## src/rtl/phase_sync.sv

```systemverilog
// Phase-aligned start-up sequencer for an ultrasonic transducer array.
// Releases each channel's PWM counter reset at its own delay within one carrier period.
module phase_sync #(
    parameter int N_CH   = 8,
    parameter int PERIOD = 1250
) (
    input  logic               clk,
    input  logic               rst_n,
    input  logic               cfg_valid,
    output logic               cfg_ready,
    input  logic [2:0]         cfg_ch,
    input  logic [10:0]        cfg_delay,
    input  logic [9:0]         cfg_duty,
    input  logic               start,
    input  logic               stop,
    output logic [N_CH-1:0]    ch_rst,
    output logic [N_CH*10-1:0] ch_compare,
    output logic               state_busy,
    output logic               done
);

    localparam logic [1:0] IDLE  = 2'd0;
    localparam logic [1:0] ALIGN = 2'd1;
    localparam logic [1:0] RUN   = 2'd2;

    localparam logic [10:0] DLY_MAX  = 11'(PERIOD - 1);
    localparam logic [9:0]  DUTY_MAX = (PERIOD > 1023) ? 10'h3FF : 10'(PERIOD);

    logic [1:0]  state;
    logic [10:0] timer;

    logic [10:0] shd_delay [N_CH];
    logic [9:0]  shd_duty  [N_CH];
    logic [10:0] act_delay [N_CH];
    logic [9:0]  act_duty  [N_CH];

    logic [31:0] ch_idx;
    logic        cfg_hit;
    logic        start_go;
    logic        align_end;
    logic [10:0] wr_delay;
    logic [9:0]  wr_duty;

    assign cfg_ready  = (state != ALIGN);
    assign state_busy = (state == ALIGN);

    assign ch_idx    = 32'(cfg_ch);
    assign cfg_hit   = cfg_valid && cfg_ready && (ch_idx < 32'(N_CH));
    assign wr_delay  = (cfg_delay > DLY_MAX) ? DLY_MAX : cfg_delay;
    assign wr_duty   = (32'(cfg_duty) > 32'(PERIOD)) ? DUTY_MAX : cfg_duty;
    assign start_go  = start && !stop && (state != ALIGN);
    assign align_end = (state == ALIGN) && (timer == DLY_MAX);

    for (genvar g = 0; g < N_CH; g++) begin : g_cmp
        assign ch_compare[10*g +: 10] = act_duty[g];
    end

    always_ff @(posedge clk or negedge rst_n) begin
        if (!rst_n) begin
            for (int i = 0; i < N_CH; i++) begin
                shd_delay[i] <= '0;
                shd_duty[i]  <= '0;
            end
        end else if (cfg_hit) begin
            for (int i = 0; i < N_CH; i++) begin
                if (ch_idx == 32'(i)) begin
                    shd_delay[i] <= wr_delay;
                    shd_duty[i]  <= wr_duty;
                end
            end
        end
    end

    // Active pairs load from the pre-edge shadow, so a same-cycle write waits for the next start.
    always_ff @(posedge clk or negedge rst_n) begin
        if (!rst_n) begin
            for (int i = 0; i < N_CH; i++) begin
                act_delay[i] <= '0;
                act_duty[i]  <= '0;
            end
        end else if (start_go) begin
            for (int i = 0; i < N_CH; i++) begin
                act_delay[i] <= shd_delay[i];
                act_duty[i]  <= shd_duty[i];
            end
        end
    end

    always_ff @(posedge clk or negedge rst_n) begin
        if (!rst_n) begin
            state  <= IDLE;
            timer  <= '0;
            ch_rst <= '1;
            done   <= 1'b0;
        end else begin
            done <= 1'b0;
            if (stop) begin
                state  <= IDLE;
                ch_rst <= '1;
            end else begin
                case (state)
                    IDLE: begin
                        ch_rst <= '1;
                        if (start) begin
                            state <= ALIGN;
                            timer <= '0;
                        end
                    end
                    ALIGN: begin
                        for (int i = 0; i < N_CH; i++) begin
                            if (timer == act_delay[i]) ch_rst[i] <= 1'b0;
                        end
                        if (align_end) begin
                            state  <= RUN;
                            done   <= 1'b1;
                            ch_rst <= '0;
                        end else begin
                            timer <= timer + 11'd1;
                        end
                    end
                    RUN: begin
                        if (start) begin
                            state  <= ALIGN;
                            timer  <= '0;
                            ch_rst <= '1;
                        end else begin
                            ch_rst <= '0;
                        end
                    end
                    default: begin
                        state  <= IDLE;
                        ch_rst <= '1;
                    end
                endcase
            end
        end
    end

endmodule

```

## config.mk

```make
export PLATFORM = sky130hd
export DESIGN_NAME = phase_sync
export DESIGN_NICKNAME = d
export VERILOG_FILES = /design/src/rtl/phase_sync.sv
export SDC_FILE = /design/constraint.sdc
export NUM_CORES = 1
export LEC_CHECK = 0
export CORE_ASPECT_RATIO = 1.1
export CORE_MARGIN = 2
export CORE_UTILIZATION = 33
export CTS_CLUSTER_DIAMETER = 100
export CTS_CLUSTER_SIZE = 24
export DETAILED_ROUTE_END_ITERATION = 7
export GPL_TIMING_DRIVEN = 0
export REMOVE_ABC_BUFFERS = 1
export SYNTH_ARGS = -nofsm -noshare
export SYNTH_HDL_FRONTEND = slang
export SYNTH_SLANG_ARGS = --single-unit
```

## constraint.sdc

```tcl
create_clock -name clk -period 3.85 [get_ports clk]
set_input_delay 0.77 -clock clk [delete_from_list [all_inputs] [get_ports clk]]
set_output_delay 0.77 -clock clk [all_outputs]
set_load 0.03 [all_outputs]
```

After elaboration in Yosys (flattened, before gate mapping)
Index checks and enable logic that the tools add are counted.

Input port bits: 29. Word-level logic and storage cells: 121. Output and inout port bits: 91. Register bits: 358.

Equality and inequality tests: 31. $add $sub $neg: 1. Bitwise logic cells: 1. Reduce and logical (&&, ||, !) cells: 20. Mux-type cells: 23. Order comparisons: 2.

Operators with widths (number): == test 11 bit (8); 2-to-1 mux 11 bit (3); zero test 32 bit (1); inequality test 4 x 2 -> 1 bit (second input constant) (8); 2-to-1 mux 8 bit (3); one-hot mux 11 bit (2 select lines) (1); AND reduction 2 bit (9); one-hot mux 8 bit (2 select lines) (1); == test 3 bit (second input constant) (4); adder 11 x 1 -> 11 bit (second input constant) (1); == test 11 bit (second input constant) (1); greater-than comparator 11 bit (second input constant) (1); 2-to-1 mux 1 bit (11); == test 3 x 2 -> 1 bit (second input constant) (2); 2-to-1 mux 2 bit (3); logical AND 1 bit (5); less-than comparator 3 x 4 -> 1 bit (second input constant) (1); inequality test 2 x 1 -> 1 bit (second input constant) (2); one-hot mux 2 bit (2 select lines) (1); AND reduction 4 bit (1); == test 3 x 1 -> 1 bit (second input constant) (1); inequality test 3 x 1 -> 1 bit (second input constant) (1); inequality test 3 x 2 -> 1 bit (second input constant) (1); == test 2 x 1 -> 1 bit (second input constant) (1); other kinds (7) (7).

Longest topological paths before layout
Gate-level depths: netlist of run 1.

Word-level depth: 5. Gate-level depth with buffers: 9. Gate-level depth less buffers: 6.

Worst setup path after synthesis of run 1
OpenSTA, ideal clock, no wires.

Path type: flip-flop to flip-flop. From: reg state[0]. To: reg act_delay[0] in the netlist's numbering. Library setup time: 0.125 ns. Period minus slack after synthesis: 2.289 ns. Stages on the path, launching flop included: 8. Arrival: 2.165 ns. Path buffers: 3. Slack: 1.561 ns. Data required time: 3.725 ns. Cells stage by stage: dfrtp_1 -> buf_4 -> nand2b_1 -> inv_2 -> nor3b_2 -> clkbuf_1 -> buf_2 -> mux2_2.

Cells in the longest elaborated chain, start to end: 2.

Ends and longest elaborated chain: start: declaration (line 29) `logic [1:0] state;`; start signal: assignment (line 91) `state <= IDLE;`; start signal: assignment (line 98) `state <= IDLE;`; start signal: assignment (line 105) `state <= ALIGN;`; inequality test 2 x 1 -> 1 bit; via cfg_ready (line 10) `output logic cfg_ready,`; logical AND 1 bit (line 51) `assign start_go = start && !stop && (state != ALIGN);`; end signal: indexed assignment (line 83) `act_delay[i] <= shd_delay[i];`; end: declaration (line 34) `logic [10:0] act_delay [N_CH];`.

The timed path passes the listed nets, and every way through them passes these cells. A chain may end at the register's enable or synchronous reset.

Worst setup path in the final report of run 1
From: reg state[0]. To: out state_busy.

Cells in the longest elaborated chain, start to end: 1.

Ends and longest elaborated chain: == test 2 x 1 -> 1 bit (line 45) `assign state_busy = (state == ALIGN);`; end: declaration (line 18) `output logic state_busy,`.

Every way passes these cells.

==> results of run 1 <==
[power breakdown]
part | switching (W) | leakage (nW) | internal (W) | total [W]
sequential | 0.000752 | 4.38 | 0.00502 | 0.00577
clock | 0.00125 | 0.271 | 0.000975 | 0.00222
combinational | 0.00178 | 3.04 | 0.00191 | 0.00368
total | 0.00378 | 7.70 | 0.00790 | 0.0117
[cell type report]
cell class | instances | area share
Clock inverter | 3 | 0.00192
Sequential cell | 358 | 0.510
Clock buffer | 31 | 0.0302
Tap cell | 581 | 0.0414
Timing Repair Buffer | 147 | 0.101
Multi-Input combinational cell | 573 | 0.314
Inverter | 3 | 0.000641
[critical path: stages (launching register included)]
cell             delay [ns]
dfrtp_1                0.50
nand2b_1               0.28
inv_2                  0.35
clkdlybuf4s50_1        0.74
[per-layer routing]
layer | vias up | track usage | routed length, um
li1 | 3712 | - | -
met2 | 128 | 0.236 | 15600
met3 | 30 | 0.0282 | 1540
met4 | 0 | 0.0371 | 607
met5 | - | 0 | 0
met1 | 4335 | 0.193 | 14600
[sequential cells by signal (all words and copies together) (netlist names)]
name        count
state           2
ch_compare     80
shd_delay      88
timer          11
shd_duty       80
act_delay      88
done            1
ch_rst          8
[logic make-up after synthesis]
group                    count (synthesis)
flip-flops                             358
buffers and inverters                   62
adder cells (fa/ha/maj)                  2
XOR/XNOR                                90
AND/OR/NAND/NOR                        117
multiplexers                           328
AO/OA/AOI/OAI                           36
[placed cells by master (no fill, tap or decap), types with 3 or more instances in the layout]
| cell type | n |
|---|---|
| dfrtp_1 | 350 |
| mux2_2 | 326 |
| clkdlybuf4s50_1 | 118 |
| xor2_1 | 88 |
| nor4_1 | 19 |
| clkbuf_16 | 19 |
| nand3_1 | 15 |
| nor2_1 | 14 |
| buf_16 | 14 |
| clkbuf_1 | 11 |
| o21ai_0 | 10 |
| nand2_1 | 10 |
| buf_8 | 10 |
| nor3_1 | 9 |
| and4_1 | 8 |
| a211oi_1 | 8 |
| dfstp_2 | 8 |
| nand2b_1 | 7 |
| a21oi_1 | 7 |
| and2_1 | 5 |
| nand4_1 | 4 |
| buf_6 | 4 |
| nor2b_1 | 3 |
| o31ai_1 | 3 |
| or4_1 | 3 |
| nor4b_4 | 3 |
| nand4bb_2 | 3 |
[per-stage QoR]
step | hold WS (ns) | setup slack [ns] | cell area, sq um
4_1_cts | 0.221 | 0.568 | 17600
5_1_grt | 0.248 | 0.503 | 17600
2_1_floorplan | 0.444 | -4.51 | 14500
6_report | 0.219 | 0.662 | 17600
3_5_place_dp | 0.465 | 0.565 | 17000
3_3_place_gp | 0.456 | -13.55 | 16400
[path summary, 6_finish.rpt]
path                                              endpoint  depth (start not counted)
max in group asynchronous        act_delay[15]$_DFFE_PN0P_                          2
min in group clk                 shd_delay[33]$_DFFE_PN0P_                          2
worst max register to register  ch_compare[78]$_DFFE_PN0P_                          8
worst min-delay path            ch_compare[64]$_DFFE_PN0P_                          1
worst max-delay path                            state_busy                          3
worst min register to register   shd_delay[33]$_DFFE_PN0P_                          2
==> results_dict.tcl, run 1 <==
set metrics [dict create \
    viasPerCell 4.84 \
    peakVddDrop_mv 0.443 \
    die_y_um 225 \
    worstHoldPathType "primary input to asynchronous set/reset pin" \
    cts.path.max_buffers 3 \
    dr.first_iter.drc_count 315 \
    setup_viol 0 \
    path_class "flop to output port" \
    total_power_w 0.0117 \
    worstPathRequired_ns 3.08 \
    seq_area_sq_um 8970 \
    fin_crit_sh 0.828 \
    dr.pass1.iters 4 \
    synth-seq-cells 358 \
    numPortBuffers 119 \
    r2r_start "state[0]$_DFFE_PN0P_" \
    fin_util 0.398 \
    worst_slew_pin_slew_ns 1.07 \
    final_nets 1133 \
    synthSimpleGateAreaFrac 0.0500 \
    slew_viol_final 0 \
    grt_pass1_vias 8583 \
    final_antenna_net_count 0 \
    grt_usage 0.143 \
    synth_compound_area_frac 0.0160 \
    cp_max_fo 9 \
    critPathLaunch "state[0]$_DFFE_PN0P_" \
    synth_top_family_by_area "multiplexers" \
    antenna_found_initial 0 \
    dp_cells 1662 \
    start_util 0.333 \
    syn_to_final_growth_pct 19.5 \
    fin_skew_ns 0.0232 \
    ios 120 \
    synthCells 993 \
    dieWidth_um 205 \
    fin_tns_setup_ns 0 \
    r2r_setup_slack_ns 0.93 \
    finalHoldViolCount 0 \
    synth_cell_types 45 \
    yosysWarnings 0 \
    maxCapViolations 0 \
    synth-xor-area-share 0.0536 \
    yosysMostFrequentCell "dfrtp_1" \
    power.density_nw_per_um2 665 \
    wl_per_cell_um 19.1 \
    crit_arrival_ns 2.42 \
    synth_top_area_cell "dfrtp_1" \
    cts_tree "built" \
    status "finished, final reports clean" \
    fin_crit_ns 3.19 \
    diodes 0 \
    synth_ff_type "dfrtp_1" \
    slew-limit-headroom 0.285 \
    multi_input_area_sq_um 5530 \
    critPathLaunchType "flop" \
    cts.sinks 358 \
    hpwlAfterDp_um 21700 \
    place_congestion 0.725 \
    rsz0062_at_grt "false" \
    end_kind "output port" \
    synth-adder-area-share 0.00170 \
    synth_edf_count 0 \
    cts_root_buffer "clkbuf_16" \
    syn_avg_cell_area_sq_um 14.8 \
    fin_cells 1696 \
    clk_pin_slew_worst_paths_ns 0.10 \
    post_cts_buffers 0 \
    async_flop_share 1.00 \
    synth_area_leaders "dfrtp_1 (60%), mux2_2 (25%), xor2_1 (5.2%), dfstp_2 (1.4%), nor4_1 (0.81%)" \
    grt_max_degree 108 \
    grt_pass1_wl_um 51000 \
    vias 8205 \
    gr-total-overflow 0 \
    postCtsHoldBufs 0 \
    numCtsBuffers 19 \
    num_rows 81 \
    ys_top_cells_by_count "dfrtp_1 (350), mux2_2 (326), xor2_1 (88)" \
    power.leakage_nw 7.70 \
    max_freq_ghz 0.314 \
    cts_resized 0 \
    clk_latency_ns 0.55 \
    fillers 4210 \
    drt-total-wl_um 32400 \
    drive_gt1_frac 0.358 \
    htreeDepth 1 \
    dieArea_sq_um 46300 \
    core_sq_um 44200 \
    synth_mux_area_frac 0.251 \
    yosysTopAreaCellShare 0.595 \
    drc 0 \
    syn_area_sq_um 14700 \
    seq_area_frac_synth 0.610 \
]
No activity file was read; power rests on OpenSTA's default activity.
==> run 2: changes to the inputs <==
clock period = 2.9 ns   (was 3.85 ns; I/O delays follow)
==> results_dict.tcl, run 2 (synthesis results as in run 1) <==
set metrics [dict create \
    grt_pass1_wl_um 51000 \
    slew_viol_final 0 \
    dr.pass1.iters 4 \
    finalHoldViolCount 0 \
    final_nets 1133 \
    fin_ws_ns 0.181 \
    final_antenna_net_count 0 \
    viasPerCell 4.84 \
    syn_to_final_growth_pct 19.5 \
    setup_viol 0 \
    p_switching_w 0.00502 \
    numPortBuffers 119 \
    seqPwrFrac 0.494 \
    cts.path.max_buffers 3 \
    die_y_um 225 \
    clk_latency_ns 0.55 \
    cts_root_buffer "clkbuf_16" \
    end_kind "flop" \
    rsz0062_at_grt "false" \
    cts_tree "built" \
    vias 8204 \
    postCtsHoldBufs 0 \
    dieArea_sq_um 46300 \
    drt-total-wl_um 32400 \
    grt_usage 0.143 \
    antenna_found_initial 0 \
    slew-limit-headroom 0.286 \
    peakVddDrop_mv 0.588 \
    diodes 0 \
    dp_cells 1662 \
    wl_per_cell_um 19.1 \
    grt_pass1_vias 8583 \
    grt_max_degree 108 \
    numCtsBuffers 19 \
    cp_max_fo 16 \
    power.leakage_nw 7.71 \
    clk_pin_slew_worst_paths_ns 0.10 \
    largestRegisters "act_delay (88), shd_delay (88)" \
    status "finished, final reports clean" \
    drive_gt1_frac 0.359 \
    post_cts_buffers 0 \
    max_freq_ghz 0.368 \
    fin_crit_sh 0.937 \
    fin_tns_setup_ns 0 \
    htreeDepth 1 \
    fin_skew_ns 0.0234 \
    ios 120 \
    crit_arrival_ns 3.13 \
    fin_crit_ns 2.72 \
    hpwlAfterDp_um 21700 \
    layout_common_cells "dfrtp_1 (350), mux2_2 (326), clkdlybuf4s50_1 (117)" \
    start_util 0.333 \
    num_rows 81 \
    fin_cells 1696 \
    power.density_nw_per_um2 882 \
    swShare 0.324 \
    dieWidth_um 205 \
    combPwrFrac 0.316 \
    place_congestion 0.725 \
    post-place-ws_ns -0.195 \
    core_sq_um 44200 \
    fin_util 0.398 \
    critPathLaunchType "flop" \
    worstPathRequired_ns 3.31 \
    gr-total-overflow 0 \
    dr.first_iter.drc_count 302 \
    worst_slew_pin_slew_ns 1.07 \
    cts.sinks 358 \
    drc 0 \
    maxCapViolations 0 \
    layout_commonest_cell "dfrtp_1" \
    worstHoldPathType "primary input to asynchronous set/reset pin" \
    internal-power_w 0.0105 \
    clkPwrFrac 0.191 \
    path_class "flop to flop" \
    r2r_setup_slack_ns 0.18 \
    hold_slack_ns 0.0323 \
]
run 2: changes by cell type in the layout (fill, tap and decap cells not counted), sizes merged:
| cell | change |
|---|---|
| dlymetal6s2s | +1 |
| clkdlybuf4s50 | -1 |
run 2: power by group through the flow:
stage	clock (W)	sequential [W]	combinational, W
floorplan	0	0.00857	0.00215
global placement	0	0.00775	0.00487
detailed placement	0	0.00779	0.00496
CTS	0.00311	0.00770	0.00498
global route	0.00328	0.00791	0.00529
finish	0.00296	0.00766	0.00490
run 2: worst paths after layout:
check | depth (start not counted) | from | to
worst max-delay path | 8 | state[0]$_DFFE_PN0P_ | ch_compare[78]$_DFFE_PN0P_
worst min-delay path | 1 | rst_n | ch_compare[64]$_DFFE_PN0P_
worst max register to register | 8 | state[0]$_DFFE_PN0P_ | ch_compare[78]$_DFFE_PN0P_
worst min register to register | 2 | shd_delay[33]$_DFFE_PN0P_ | shd_delay[33]$_DFFE_PN0P_
max in group asynchronous | 2 | rst_n | act_delay[15]$_DFFE_PN0P_
min in group clk | 2 | shd_delay[33]$_DFFE_PN0P_ | shd_delay[33]$_DFFE_PN0P_
run 2: cell type report:
type	count	area, sq um
multi-input cells	573	5530
flip-flops and latches	358	8970
repair buffers	147	1780
fillers	4207	26600
clock buffers	31	531
inverters	3	13.8
well taps	581	727
clock inverters	3	33.8
run 2: repair_timing:
action | in CTS | in global routing
endpoints found under the hold margin | 0 | 0
endpoints found under the setup margin | 15 | 1
resized for setup | 2 | 1
cloned | 0 | 0
run 2: per-layer routing:
| layer | share of wire | track usage | vias up |
|---|---|---|---|
| met5 | 0 | 0 | - |
| met4 | 0.020 | 0.0371 | 0 |
| met3 | 0.047 | 0.0282 | 30 |
| met2 | 0.48 | 0.236 | 126 |
| met1 | 0.45 | 0.193 | 4333 |
| li1 | - | - | 3715 |
run 2: worst max-delay path: stages, from the launching register on:
cell	delay (ns)
dfrtp_1	0.49
nand2b_2	0.24
inv_4	0.14
nor3b_4	0.59
buf_16	0.23
buf_16	0.16
buf_16	0.17
buf_8	0.18
mux2_2	0.35
run 2: metrics by stage:
step / area, sq um / power (W)
2_1_floorplan: 14500 / 0.0107
5_1_grt: 17600 / 0.0165
6_report: 17600 / 0.0155
4_1_cts: 17600 / 0.0158
3_5_place_dp: 17000 / 0.0127
3_3_place_gp: 16400 / 0.0126
==> run 3: changes to the inputs <==
PLACE_DENSITY = 0.59   (was default)
==> results_dict.tcl, run 3 (synthesis results as in run 1) <==
set metrics [dict create \
    peakVddDrop_mv 0.523 \
    dr.pass1.iters 4 \
    status "finished, final reports clean" \
    numCtsBuffers 18 \
    place_congestion 0.725 \
    gr-total-overflow 0 \
    syn_to_final_growth_pct 19.1 \
    drt-total-wl_um 32500 \
    cts.path.max_buffers 3 \
    ios 120 \
    grt_max_degree 108 \
    wl_per_cell_um 19.2 \
    drive_gt1_frac 0.356 \
    grt_pass1_wl_um 51400 \
    power.leakage_nw 7.66 \
    cts_root_buffer "clkbuf_16" \
    final_nets 1133 \
    die_y_um 225 \
    max_freq_ghz 0.366 \
    post_cts_buffers 0 \
    vias 8125 \
    dr.first_iter.drc_count 461 \
    start_util 0.333 \
    layout_commonest_cell "dfrtp_1" \
    rr_endpoint "ch_compare[22]$_DFFE_PN0P_" \
    maxCapViolations 0 \
    cp_max_fo 9 \
    diodes 0 \
    fin_crit_ns 2.73 \
    worst_slew_pin_slew_ns 1.01 \
    finalHoldViolCount 0 \
    cts_tree "built" \
    grt_usage 0.144 \
    dieArea_sq_um 46300 \
    final_antenna_net_count 0 \
    fin_tns_setup_ns 0 \
    critPathLaunchType "flop" \
    dieWidth_um 205 \
    hpwlAfterDp_um 22100 \
    critPathLaunch "state[0]$_DFFE_PN0P_" \
    numPortBuffers 119 \
    slew_viol_final 0 \
    critPathCapture "state_busy" \
    viasPerCell 4.79 \
    path_class "flop to output port" \
    setup_viol 0 \
    worstPathRequired_ns 2.32 \
    layout_common_cells "dfrtp_1 (350), mux2_2 (326), clkdlybuf4s50_1 (118)" \
    dp_cells 1663 \
    fin_crit_sh 0.943 \
    rsz0062_at_grt "false" \
    end_kind "output port" \
    r2r_setup_slack_ns 0.29 \
    clk_pin_slew_worst_paths_ns 0.10 \
    htreeDepth 1 \
    r2r_start "state[0]$_DFFE_PN0P_" \
    antenna_found_initial 1 \
    power.density_nw_per_um2 878 \
    reg2regPathDepth 8 \
    grt_pass1_vias 8615 \
    num_rows 81 \
    crit_arrival_ns 2.15 \
    drc 0 \
    cts.sinks 358 \
    clk_latency_ns 0.52 \
    core_sq_um 44200 \
    largestRegisters "act_delay (88), shd_delay (88)" \
    fin_skew_ns 0.0159 \
    worstHoldPathType "primary input to asynchronous set/reset pin" \
    fin_cells 1695 \
    slew-limit-headroom 0.330 \
]
[run 3: area by class of cell]
class                           instances  area, sq um
Clock buffer                           32          524
Fill cell                            4212        26700
Inverter                                3         13.8
Multi-Input combinational cell        573         5530
Sequential cell                       358         8970
Tap cell                              581          727
Timing Repair Buffer                  148         1760
[run 3: stage by stage]
stage               hold WS, ns   util  setup slack [ns]  total power, W  cell area, sq um
detailed placement        0.470  0.384            -0.124          0.0128             17000
global placement          0.457  0.371            -14.31          0.0126             16400
CTS                      0.0475  0.396            0.0911          0.0156             17500
floorplan                 0.284      -             -5.46          0.0107             14500
finish                   0.0336  0.396             0.166          0.0154             17500
global route             0.0653  0.396            0.0471          0.0163             17500
[run 3: power by group]
| part | switching [W] | internal [W] |
|---|---|---|
| Sequential | 0.00102 | 0.00667 |
| Combinational | 0.00235 | 0.00253 |
| Clock | 0.00157 | 0.00124 |
| Total | 0.00494 | 0.0104 |
[run 3: critical path, cell delays in order, from the launching register on]
cell	delay, ns
dfrtp_1	0.52
nand2b_2	0.21
inv_4	0.20
clkdlybuf4s50_1	0.70
[run 3: metal layers]
layer	wire [um]	vias to the layer above	track usage
li1	-	3708	-
met1	14900	4286	0.200
met2	15800	104	0.240
met3	1290	27	0.0237
met4	452	0	0.0283
met5	0	-	0
[run 3: how the worst min path moves through the flow]
stage                         startpoint                         end
2_1_floorplan                      rst_n    act_delay[0]$_DFFE_PN0P_
3_3_place_gp   shd_delay[33]$_DFFE_PN0P_   shd_delay[33]$_DFFE_PN0P_
3_5_place_dp   shd_delay[22]$_DFFE_PN0P_   shd_delay[22]$_DFFE_PN0P_
4_1_cts                            rst_n  ch_compare[27]$_DFFE_PN0P_
5_1_grt                            rst_n  ch_compare[27]$_DFFE_PN0P_
6_report                           rst_n  ch_compare[27]$_DFFE_PN0P_
[run 3: timing repair]
item | in CTS | in global routing
setup endpoints to repair | 1 | 0
hold buffers | 0 | 0
gates resized for setup | 2 | 0
